### src/rtl/tlp_demux_n_pkg.sv
// Shared TLP definitions: class and FSM encodings, Fmt/Type field positions,
// and the DW0 class decode used by both receive and transmit paths.
package tlp_pkg;

    typedef enum logic [2:0] {
        MRD   = 3'd0,
        MWR   = 3'd1,
        CPL   = 3'd2,
        MSG   = 3'd3,
        UNSUP = 3'd4
    } tlp_class_e;

    typedef enum logic [1:0] {
        IDLE = 2'd0,
        FWD  = 2'd1,
        DROP = 2'd2
    } state_e;

    localparam int NUM_CLASSES = 4;
    localparam int FMT_MSB     = 31;
    localparam int FMT_LSB     = 29;
    localparam int TYPE_MSB    = 28;
    localparam int TYPE_LSB    = 24;

    function automatic tlp_class_e tlp_class(input logic [31:0] hdr_dw0);
        logic [2:0] fmt;
        logic [4:0] typ;
        fmt = hdr_dw0[FMT_MSB:FMT_LSB];
        typ = hdr_dw0[TYPE_MSB:TYPE_LSB];
        if (typ == 5'b00000 && fmt[2:1] == 2'b00) begin
            return MRD;
        end else if (typ == 5'b00000 && fmt[2:1] == 2'b01) begin
            return MWR;
        end else if (typ == 5'b01010) begin
            return CPL;
        end else if (typ[4:3] == 2'b10) begin
            return MSG;
        end
        return UNSUP;
    endfunction

endpackage

### src/rtl/tlp_demux_n_if.sv
// Receive stream in, per-port request streams out. The demux uses the slave
// view; the packet source/sink side uses the master view.
interface tlp_demux_n_if #(
    parameter int PORTS          = 4,
    parameter int HEADER_SIZE    = 128,
    parameter int TLP_DATA_WIDTH = 256
);
    logic [TLP_DATA_WIDTH-1:0]       in_data;
    logic [HEADER_SIZE-1:0]          in_hdr;
    logic                            in_sop;
    logic                            in_eop;
    logic                            in_valid;
    logic                            in_ready;
    logic [PORTS*TLP_DATA_WIDTH-1:0] out_data;
    logic [PORTS*HEADER_SIZE-1:0]    out_hdr;
    logic [PORTS-1:0]                out_sop;
    logic [PORTS-1:0]                out_eop;
    logic [PORTS-1:0]                out_valid;
    logic [PORTS-1:0]                out_ready;

    modport master (
        output in_data, in_hdr, in_sop, in_eop, in_valid, out_ready,
        input  in_ready, out_data, out_hdr, out_sop, out_eop, out_valid
    );

    modport slave (
        input  in_data, in_hdr, in_sop, in_eop, in_valid, out_ready,
        output in_ready, out_data, out_hdr, out_sop, out_eop, out_valid
    );
endinterface

### src/rtl/tlp_demux_n_class_dec.sv
// Combinational DW0 classifier: enum class plus a one-hot valid per class
// (all zero for unsupported TLPs).
module tlp_class_dec
    import tlp_pkg::*;
(
    input  logic [31:0]            dw0_i,
    output tlp_class_e             cls_o,
    output logic [NUM_CLASSES-1:0] cls_oh_o
);

    assign cls_o = tlp_class(dw0_i);

    genvar gi;
    generate
        for (gi = 0; gi < NUM_CLASSES; gi++) begin : g_oh
            assign cls_oh_o[gi] = (int'(cls_o) == gi);
        end
    endgenerate

endmodule

### src/rtl/tlp_demux_n.sv
// N-port TLP demultiplexer: decodes class on sop, locks the route for the
// packet and forwards beats through a single registered output slot.
module tlp_demux_n
    import tlp_pkg::*;
#(
    parameter int PORTS          = 4,
    parameter int DOUBLE_WORD    = 32,
    parameter int HEADER_SIZE    = 4*DOUBLE_WORD,
    parameter int TLP_DATA_WIDTH = 8*DOUBLE_WORD,
    parameter int CNT_W          = 16
) (
    input  logic             clk,
    input  logic             rst,
    input  logic             enable,
    tlp_demux_n_if.slave     bus,
    output logic [CNT_W-1:0] drop_cnt,
    output logic [CNT_W-1:0] err_cnt
);

    localparam int PSEL_W = (PORTS > 1) ? $clog2(PORTS) : 1;
    localparam logic [NUM_CLASSES-1:0] PORT_MASK = NUM_CLASSES'((1 << PORTS) - 1);

    state_e                    state_q, state_d;
    logic [PSEL_W-1:0]         port_sel_q, port_sel_d;
    logic [HEADER_SIZE-1:0]    hdr_q, hdr_d;
    logic [TLP_DATA_WIDTH-1:0] data_q, data_d;
    logic                      slot_valid_q, slot_valid_d;
    logic                      slot_sop_q, slot_sop_d;
    logic                      slot_eop_q, slot_eop_d;
    logic [CNT_W-1:0]          drop_q, drop_d;
    logic [CNT_W-1:0]          err_q, err_d;

    tlp_class_e                cls;
    logic [NUM_CLASSES-1:0]    cls_oh;
    logic                      mapped, drain, in_ready_c, accept;
    logic                      fwd_beat, latch_hdr, do_drop, do_err;

    tlp_class_dec u_dec (
        .dw0_i    (bus.in_hdr[DOUBLE_WORD-1:0]),
        .cls_o    (cls),
        .cls_oh_o (cls_oh)
    );

    assign mapped = |(cls_oh & PORT_MASK);
    // The slot can take a new beat if it is empty or its beat leaves this edge.
    assign drain  = ~slot_valid_q | bus.out_ready[port_sel_q];

    always_ff @(posedge clk) begin
        if (rst) begin
            state_q <= IDLE;
        end else begin
            state_q <= state_d;
        end
    end

    always_comb begin
        state_d = state_q;
        unique case (state_q)
            IDLE: begin
                if (accept && bus.in_sop && !bus.in_eop) begin
                    state_d = mapped ? FWD : DROP;
                end
            end
            FWD, DROP: begin
                if (accept && bus.in_eop) begin
                    state_d = IDLE;
                end
            end
            default: state_d = IDLE;
        endcase
    end

    always_comb begin
        unique case (state_q)
            IDLE:    in_ready_c = enable & drain;
            FWD:     in_ready_c = drain;
            DROP:    in_ready_c = 1'b1;
            default: in_ready_c = 1'b0;
        endcase
        in_ready_c = in_ready_c & ~rst;
        accept     = bus.in_valid & in_ready_c;
        latch_hdr  = accept & (state_q == IDLE) & bus.in_sop & mapped;
        fwd_beat   = latch_hdr | (accept & (state_q == FWD));
        do_drop    = accept & (state_q == IDLE) & bus.in_sop & ~mapped;
        // A sop inside a packet is a framing error but travels on as payload.
        do_err     = accept & ((state_q == IDLE) ? ~bus.in_sop : bus.in_sop);
    end

    assign bus.in_ready = in_ready_c;

    always_comb begin
        slot_valid_d = slot_valid_q;
        slot_sop_d   = slot_sop_q;
        slot_eop_d   = slot_eop_q;
        data_d       = data_q;
        hdr_d        = hdr_q;
        port_sel_d   = port_sel_q;
        drop_d       = drop_q;
        err_d        = err_q;
        if (fwd_beat) begin
            slot_valid_d = 1'b1;
            slot_sop_d   = (state_q == IDLE);
            slot_eop_d   = bus.in_eop;
            data_d       = bus.in_data;
        end else if (slot_valid_q && bus.out_ready[port_sel_q]) begin
            slot_valid_d = 1'b0;
        end
        if (latch_hdr) begin
            hdr_d      = bus.in_hdr;
            port_sel_d = PSEL_W'(cls);
        end
        if (do_drop && drop_q != '1) begin
            drop_d = drop_q + 1'b1;
        end
        if (do_err && err_q != '1) begin
            err_d = err_q + 1'b1;
        end
    end

    always_ff @(posedge clk) begin
        if (rst) begin
            slot_valid_q <= 1'b0;
            slot_sop_q   <= 1'b0;
            slot_eop_q   <= 1'b0;
            data_q       <= '0;
            hdr_q        <= '0;
            port_sel_q   <= '0;
            drop_q       <= '0;
            err_q        <= '0;
        end else begin
            slot_valid_q <= slot_valid_d;
            slot_sop_q   <= slot_sop_d;
            slot_eop_q   <= slot_eop_d;
            data_q       <= data_d;
            hdr_q        <= hdr_d;
            port_sel_q   <= port_sel_d;
            drop_q       <= drop_d;
            err_q        <= err_d;
        end
    end

    assign drop_cnt = drop_q;
    assign err_cnt  = err_q;

    genvar gi;
    generate
        for (gi = 0; gi < PORTS; gi++) begin : g_port
            logic sel;
            assign sel                = (port_sel_q == PSEL_W'(gi));
            assign bus.out_valid[gi]  = slot_valid_q & sel;
            assign bus.out_sop[gi]    = slot_valid_q & slot_sop_q & sel;
            assign bus.out_eop[gi]    = slot_valid_q & slot_eop_q & sel;
            assign bus.out_data[gi*TLP_DATA_WIDTH +: TLP_DATA_WIDTH] = sel ? data_q : '0;
            assign bus.out_hdr[gi*HEADER_SIZE +: HEADER_SIZE]        = sel ? hdr_q  : '0;
        end
    endgenerate

endmodule

### src/flat_wrapper.sv
// flat-port wrapper written by rule: the top's interface ports become plain ports
module tlp_demux_n_flat import tlp_pkg::*;
#(
    parameter int PORTS          = 4,
    parameter int DOUBLE_WORD    = 32,
    parameter int HEADER_SIZE    = 4*DOUBLE_WORD,
    parameter int TLP_DATA_WIDTH = 8*DOUBLE_WORD,
    parameter int CNT_W          = 16
)
  (clk, rst, enable, drop_cnt, err_cnt, bus_in_data, bus_in_hdr, bus_in_sop, bus_in_eop, bus_in_valid, bus_out_ready, bus_in_ready, bus_out_data, bus_out_hdr, bus_out_sop, bus_out_eop, bus_out_valid);
  tlp_demux_n_if #(.PORTS(PORTS), .HEADER_SIZE(HEADER_SIZE), .TLP_DATA_WIDTH(TLP_DATA_WIDTH)) bus_i ();
  input  logic clk;
  input  logic rst;
  input  logic enable;
  output logic [CNT_W-1:0] drop_cnt;
  output logic [CNT_W-1:0] err_cnt;
  input wire logic [$bits(bus_i.in_data)-1:0] bus_in_data;
  input wire logic [$bits(bus_i.in_hdr)-1:0] bus_in_hdr;
  input wire logic [$bits(bus_i.in_sop)-1:0] bus_in_sop;
  input wire logic [$bits(bus_i.in_eop)-1:0] bus_in_eop;
  input wire logic [$bits(bus_i.in_valid)-1:0] bus_in_valid;
  input wire logic [$bits(bus_i.out_ready)-1:0] bus_out_ready;
  output wire logic [$bits(bus_i.in_ready)-1:0] bus_in_ready;
  output wire logic [$bits(bus_i.out_data)-1:0] bus_out_data;
  output wire logic [$bits(bus_i.out_hdr)-1:0] bus_out_hdr;
  output wire logic [$bits(bus_i.out_sop)-1:0] bus_out_sop;
  output wire logic [$bits(bus_i.out_eop)-1:0] bus_out_eop;
  output wire logic [$bits(bus_i.out_valid)-1:0] bus_out_valid;
  assign bus_i.in_data = bus_in_data;
  assign bus_i.in_hdr = bus_in_hdr;
  assign bus_i.in_sop = bus_in_sop;
  assign bus_i.in_eop = bus_in_eop;
  assign bus_i.in_valid = bus_in_valid;
  assign bus_i.out_ready = bus_out_ready;
  assign bus_in_ready = bus_i.in_ready;
  assign bus_out_data = bus_i.out_data;
  assign bus_out_hdr = bus_i.out_hdr;
  assign bus_out_sop = bus_i.out_sop;
  assign bus_out_eop = bus_i.out_eop;
  assign bus_out_valid = bus_i.out_valid;
  tlp_demux_n #(.PORTS(PORTS), .DOUBLE_WORD(DOUBLE_WORD), .HEADER_SIZE(HEADER_SIZE), .TLP_DATA_WIDTH(TLP_DATA_WIDTH), .CNT_W(CNT_W)) u_core (.clk(clk), .rst(rst), .enable(enable), .bus(bus_i), .drop_cnt(drop_cnt), .err_cnt(err_cnt));
endmodule
### config.mk
export PLATFORM = sky130hd
export DESIGN_NAME = tlp_demux_n_flat
export DESIGN_NICKNAME = d
export VERILOG_FILES = /design/src/rtl/tlp_demux_n_pkg.sv /design/src/rtl/tlp_demux_n_if.sv /design/src/rtl/tlp_demux_n_class_dec.sv /design/src/rtl/tlp_demux_n.sv /design/src/flat_wrapper.sv
export SDC_FILE = /design/constraint.sdc
export NUM_CORES = 2
export LEC_CHECK = 0
export CAP_MARGIN = 40
export CORE_AREA = 2 2 777 779
export DETAILED_ROUTE_END_ITERATION = 16
export DIE_AREA = 0 0 779 781
export MAX_ROUTING_LAYER = met4
export SLEW_MARGIN = 20
export SYNTH_ARGS = -nofsm -noshare
export SYNTH_HDL_FRONTEND = slang
export SYNTH_SLANG_ARGS = --single-unit
### constraint.sdc
create_clock -name clk -period 6.2 [get_ports clk]
set_clock_uncertainty 0.1 [all_clocks]
set_input_delay 1.86 -clock clk [delete_from_list [all_inputs] [get_ports clk]]
set_output_delay 1.86 -clock clk [all_outputs]
set_load 0.1 [all_outputs]
==> metrics <==
MaxCap Viol Count 0; Arrival @ worst endpoint 3.81 ns; Core Util, Final 10.2%; post-synthesis sequential area ratio 31.3%; die area 608000 um2; design area 61000 um2; via/cell ratio 2.68; total power draw 7.44 mW; worst flop-to-flop path startpoint u_core.port_sel_q[0]$_SDFFE_PP0P_; Die X 779 um; async set-reset flop share out of synthesis 0%; Sinks on Clock Net 423; root buffer cell clkbuf_16; worst hold stages 2; reg2reg end u_core.data_q[132]$_SDFFE_PP0P_; worst reg2reg setup slack 2.45 ns; Post-DRT Antenna Nets 0; worst hold path class reg2reg; Core Area 601000 um2; drt drc 0; synth top area cells dfxtp_1 (31%), and2_1 (27%), mux2i_1 (9.6%); delay-heaviest family, CP simple AND/OR/NAND/NOR gates; Placed Instance Area 58400 um2; unrepaired setup endpoints after global routing no; Routed wire per std cell 29.7 um; sequence of cells on the critical path clkdlybuf4s50_1 > mux4_2 > or3b_4 > and3_1 > buf_12; # setup viols final 0; Hold Slack 0.382 ns; grt ovf 0; PwrDens 122 nW/um2; # port buffers 1974; final hold viol count 0; Cells after Synth 3441; fin crit share 93.1%; total number of vias 37200; leakage power 24.9 nW; area leader, netlist dfxtp_1; initial antenna violation count 208; Reg clk slew, reported paths 0.06 ns; Clock Latency Late Sink 0.79 ns; Buf+Inv Stages, Crit Path 2; Starting DRT DRC Count 3882; post_cts resized 0; CTS tree done; Initial Utilization 4.50%; CP required 4.24 ns; first-pass GRT wire length 480000 um; area grow syn2layout 126%; crit path kind in2out; GRT Util Overall 13.2%; TNS Setup 0 ns; R2R cell count 8; Ports 1975; top cell type's share of synthesized area 31.3%; share of cells above drive strength 1 36.8%; Syn Area/Cell 7.86 um2; Hold Crit Start u_core.hdr_q[101]$_SDFFE_PP0P_; Cell Count, Final, Fillers Out 13900; TritonCTS buffer count 58; gpl congestion 0.983; post-CTS setup buffer count 0; most used flip-flop cell after synthesis dfxtp_1; Worst Hold End u_core.hdr_q[101]$_SDFFE_PP0P_; outcome finished clean; number of synthesized flops with an enable pin 0; worst-path fanout max 4; Rel. slew slack 25.0%; Achievable Freq 173 MHz; Post-Syn Area 27000 um2; maximum VDD drop 260 uV; CTS max path bufs 3; routed wire length 412000 um; crit end category output port; num rows 285; Place WS 0.460 ns; flops & latches, synth 423; largest net degree at the start of global routing 162; vias in the first global route 33200; drt pass-1 iters 6; hold buffers post-CTS 0; min cycle time layout 5.77 ns; Distinct cells, synth 50; Post-Syn Nets 3841; die span in y 781 um; placed cells 13500; Slew Limit Fails 0; Worst Slack Setup Final 0.431 ns; H-tree levels 2; CP Launch Type input port; Worst-Margin Slew 1.13 ns; nets 5980; Yosys Warn Count 0; CP max stage delay 0.55 ns; detailed placer's ending HPWL 359000 um; Worst path slowest cell mux4_2
flip-flops by register name, indices dropped and copies added, names as in the netlist:
signal	flops
u_core.state_q	2
u_core.hdr_q	128
u_core.port_sel_q	2
u_core.slot_valid_q	1
u_core.drop_cnt	16
u_core.slot_eop_q	1
u_core.slot_sop_q	1
u_core.err_cnt	16
u_core.data_q	256
where the power goes:
part           internal [mW]  switching, mW
clock network           1.99           1.66
logic                  0.360          0.601
registers               2.74         0.0879
total                   5.10           2.34
cells by family after synthesis:
group,share of synthesized area (%)
buf+inv,6.12
flops,31.3
xor+xnor,0.0324
fa+ha+maj,0.278
compound gates,6.18
mux,10.1
simple gates,45.9
worst max path at each step:
stage | startpoint | endpoint | slack, ns | cells after the start
2_1_floorplan | bus_out_ready[3] | bus_in_ready | 0.95 | 3
3_3_place_gp | bus_out_ready[3] | bus_in_ready | 0.52 | 5
3_5_place_dp | bus_out_ready[3] | bus_in_ready | 0.46 | 5
4_1_cts | bus_out_ready[3] | bus_in_ready | 0.46 | 5
5_1_grt | bus_out_ready[3] | bus_in_ready | 0.42 | 5
6_report | bus_out_ready[3] | bus_in_ready | 0.43 | 5
routing by layer:
layer  track usage (%)  up-vias  share of wire [%]
met5                 -        -                  0
met4              6.08        0                5.1
met3              4.17      511                9.0
met2              22.2     2793                 49
met1              14.2    17900                 37
li1                  -    15900                  -
Yosys cell counts (3+ instances only):
cell and instances:
and2_1 1163, dfxtp_1 423, and3_1 396, clkbuf_1 288, nor2_1 279, mux2i_1 260
a21oi_1 143, o21ai_1 102, nand3_2 80, nand3_1 61, o21ai_0 32, buf_2 24
buf_4 22, buf_6 21, nand2_1 19, nor2b_1 12, nor4_1 12, inv_1 10
mux2_1 9, or4_1 9, nand4_1 8, o31ai_1 8, o311ai_0 7, o41ai_1 7
ha_1 6, and4_1 5, buf_1 4, or3_1 3
placed cells by master (no fill, tap or decap), types with 6 or more instances in the layout:
cell / synthesis / layout
buf_12: 0 / 50
nor4_1: 12 / 12
o21ai_1: 102 / 102
clkinvlp_4: 0 / 6
nand3_1: 61 / 61
mux2_1: 9 / 9
diode_2: 0 / 203
o41ai_1: 7 / 7
nand3_2: 80 / 80
dfxtp_2: 0 / 25
clkinv_2: 0 / 12
ha_1: 6 / 6
inv_6: 0 / 7
buf_4: 22 / 1340
nor2b_1: 12 / 10
or4_1: 9 / 9
buf_8: 0 / 170
nor2_1: 279 / 278
and3_1: 396 / 396
clkbuf_16: 0 / 58
mux2i_1: 260 / 260
inv_1: 10 / 10
and2_1: 1163 / 1161
nand2_1: 19 / 18
buf_2: 24 / 201
o21ai_0: 32 / 32
o311ai_0: 7 / 7
buf_16: 0 / 90
a21oi_1: 143 / 143
nand4_1: 8 / 8
dfxtp_1: 423 / 395
clkdlybuf4s50_1: 0 / 583
o31ai_1: 8 / 8
clkbuf_1: 288 / 14
layout make-up:
class | count | area [um2]
fillers | 69700 | 540000
repair buffers | 2438 | 23000
multi-input cells | 2649 | 17000
well taps | 8036 | 10100
flip-flops and latches | 423 | 8510
clock buffers | 76 | 1560
diodes | 203 | 508
clock inverters | 34 | 383
inverters | 10 | 37.5
worst register-to-register path, stage by stage, from the launching register on:
cell	delay [ns]
dfxtp_4	0.61
buf_12	0.39
mux4_2	0.75
nor3b_2	0.44
a211oi_4	0.11
buf_12	0.18
buf_12	0.49
mux2i_1	0.44
nor2_1	0.06
Note: power is estimated with default switching activity, not from simulation.
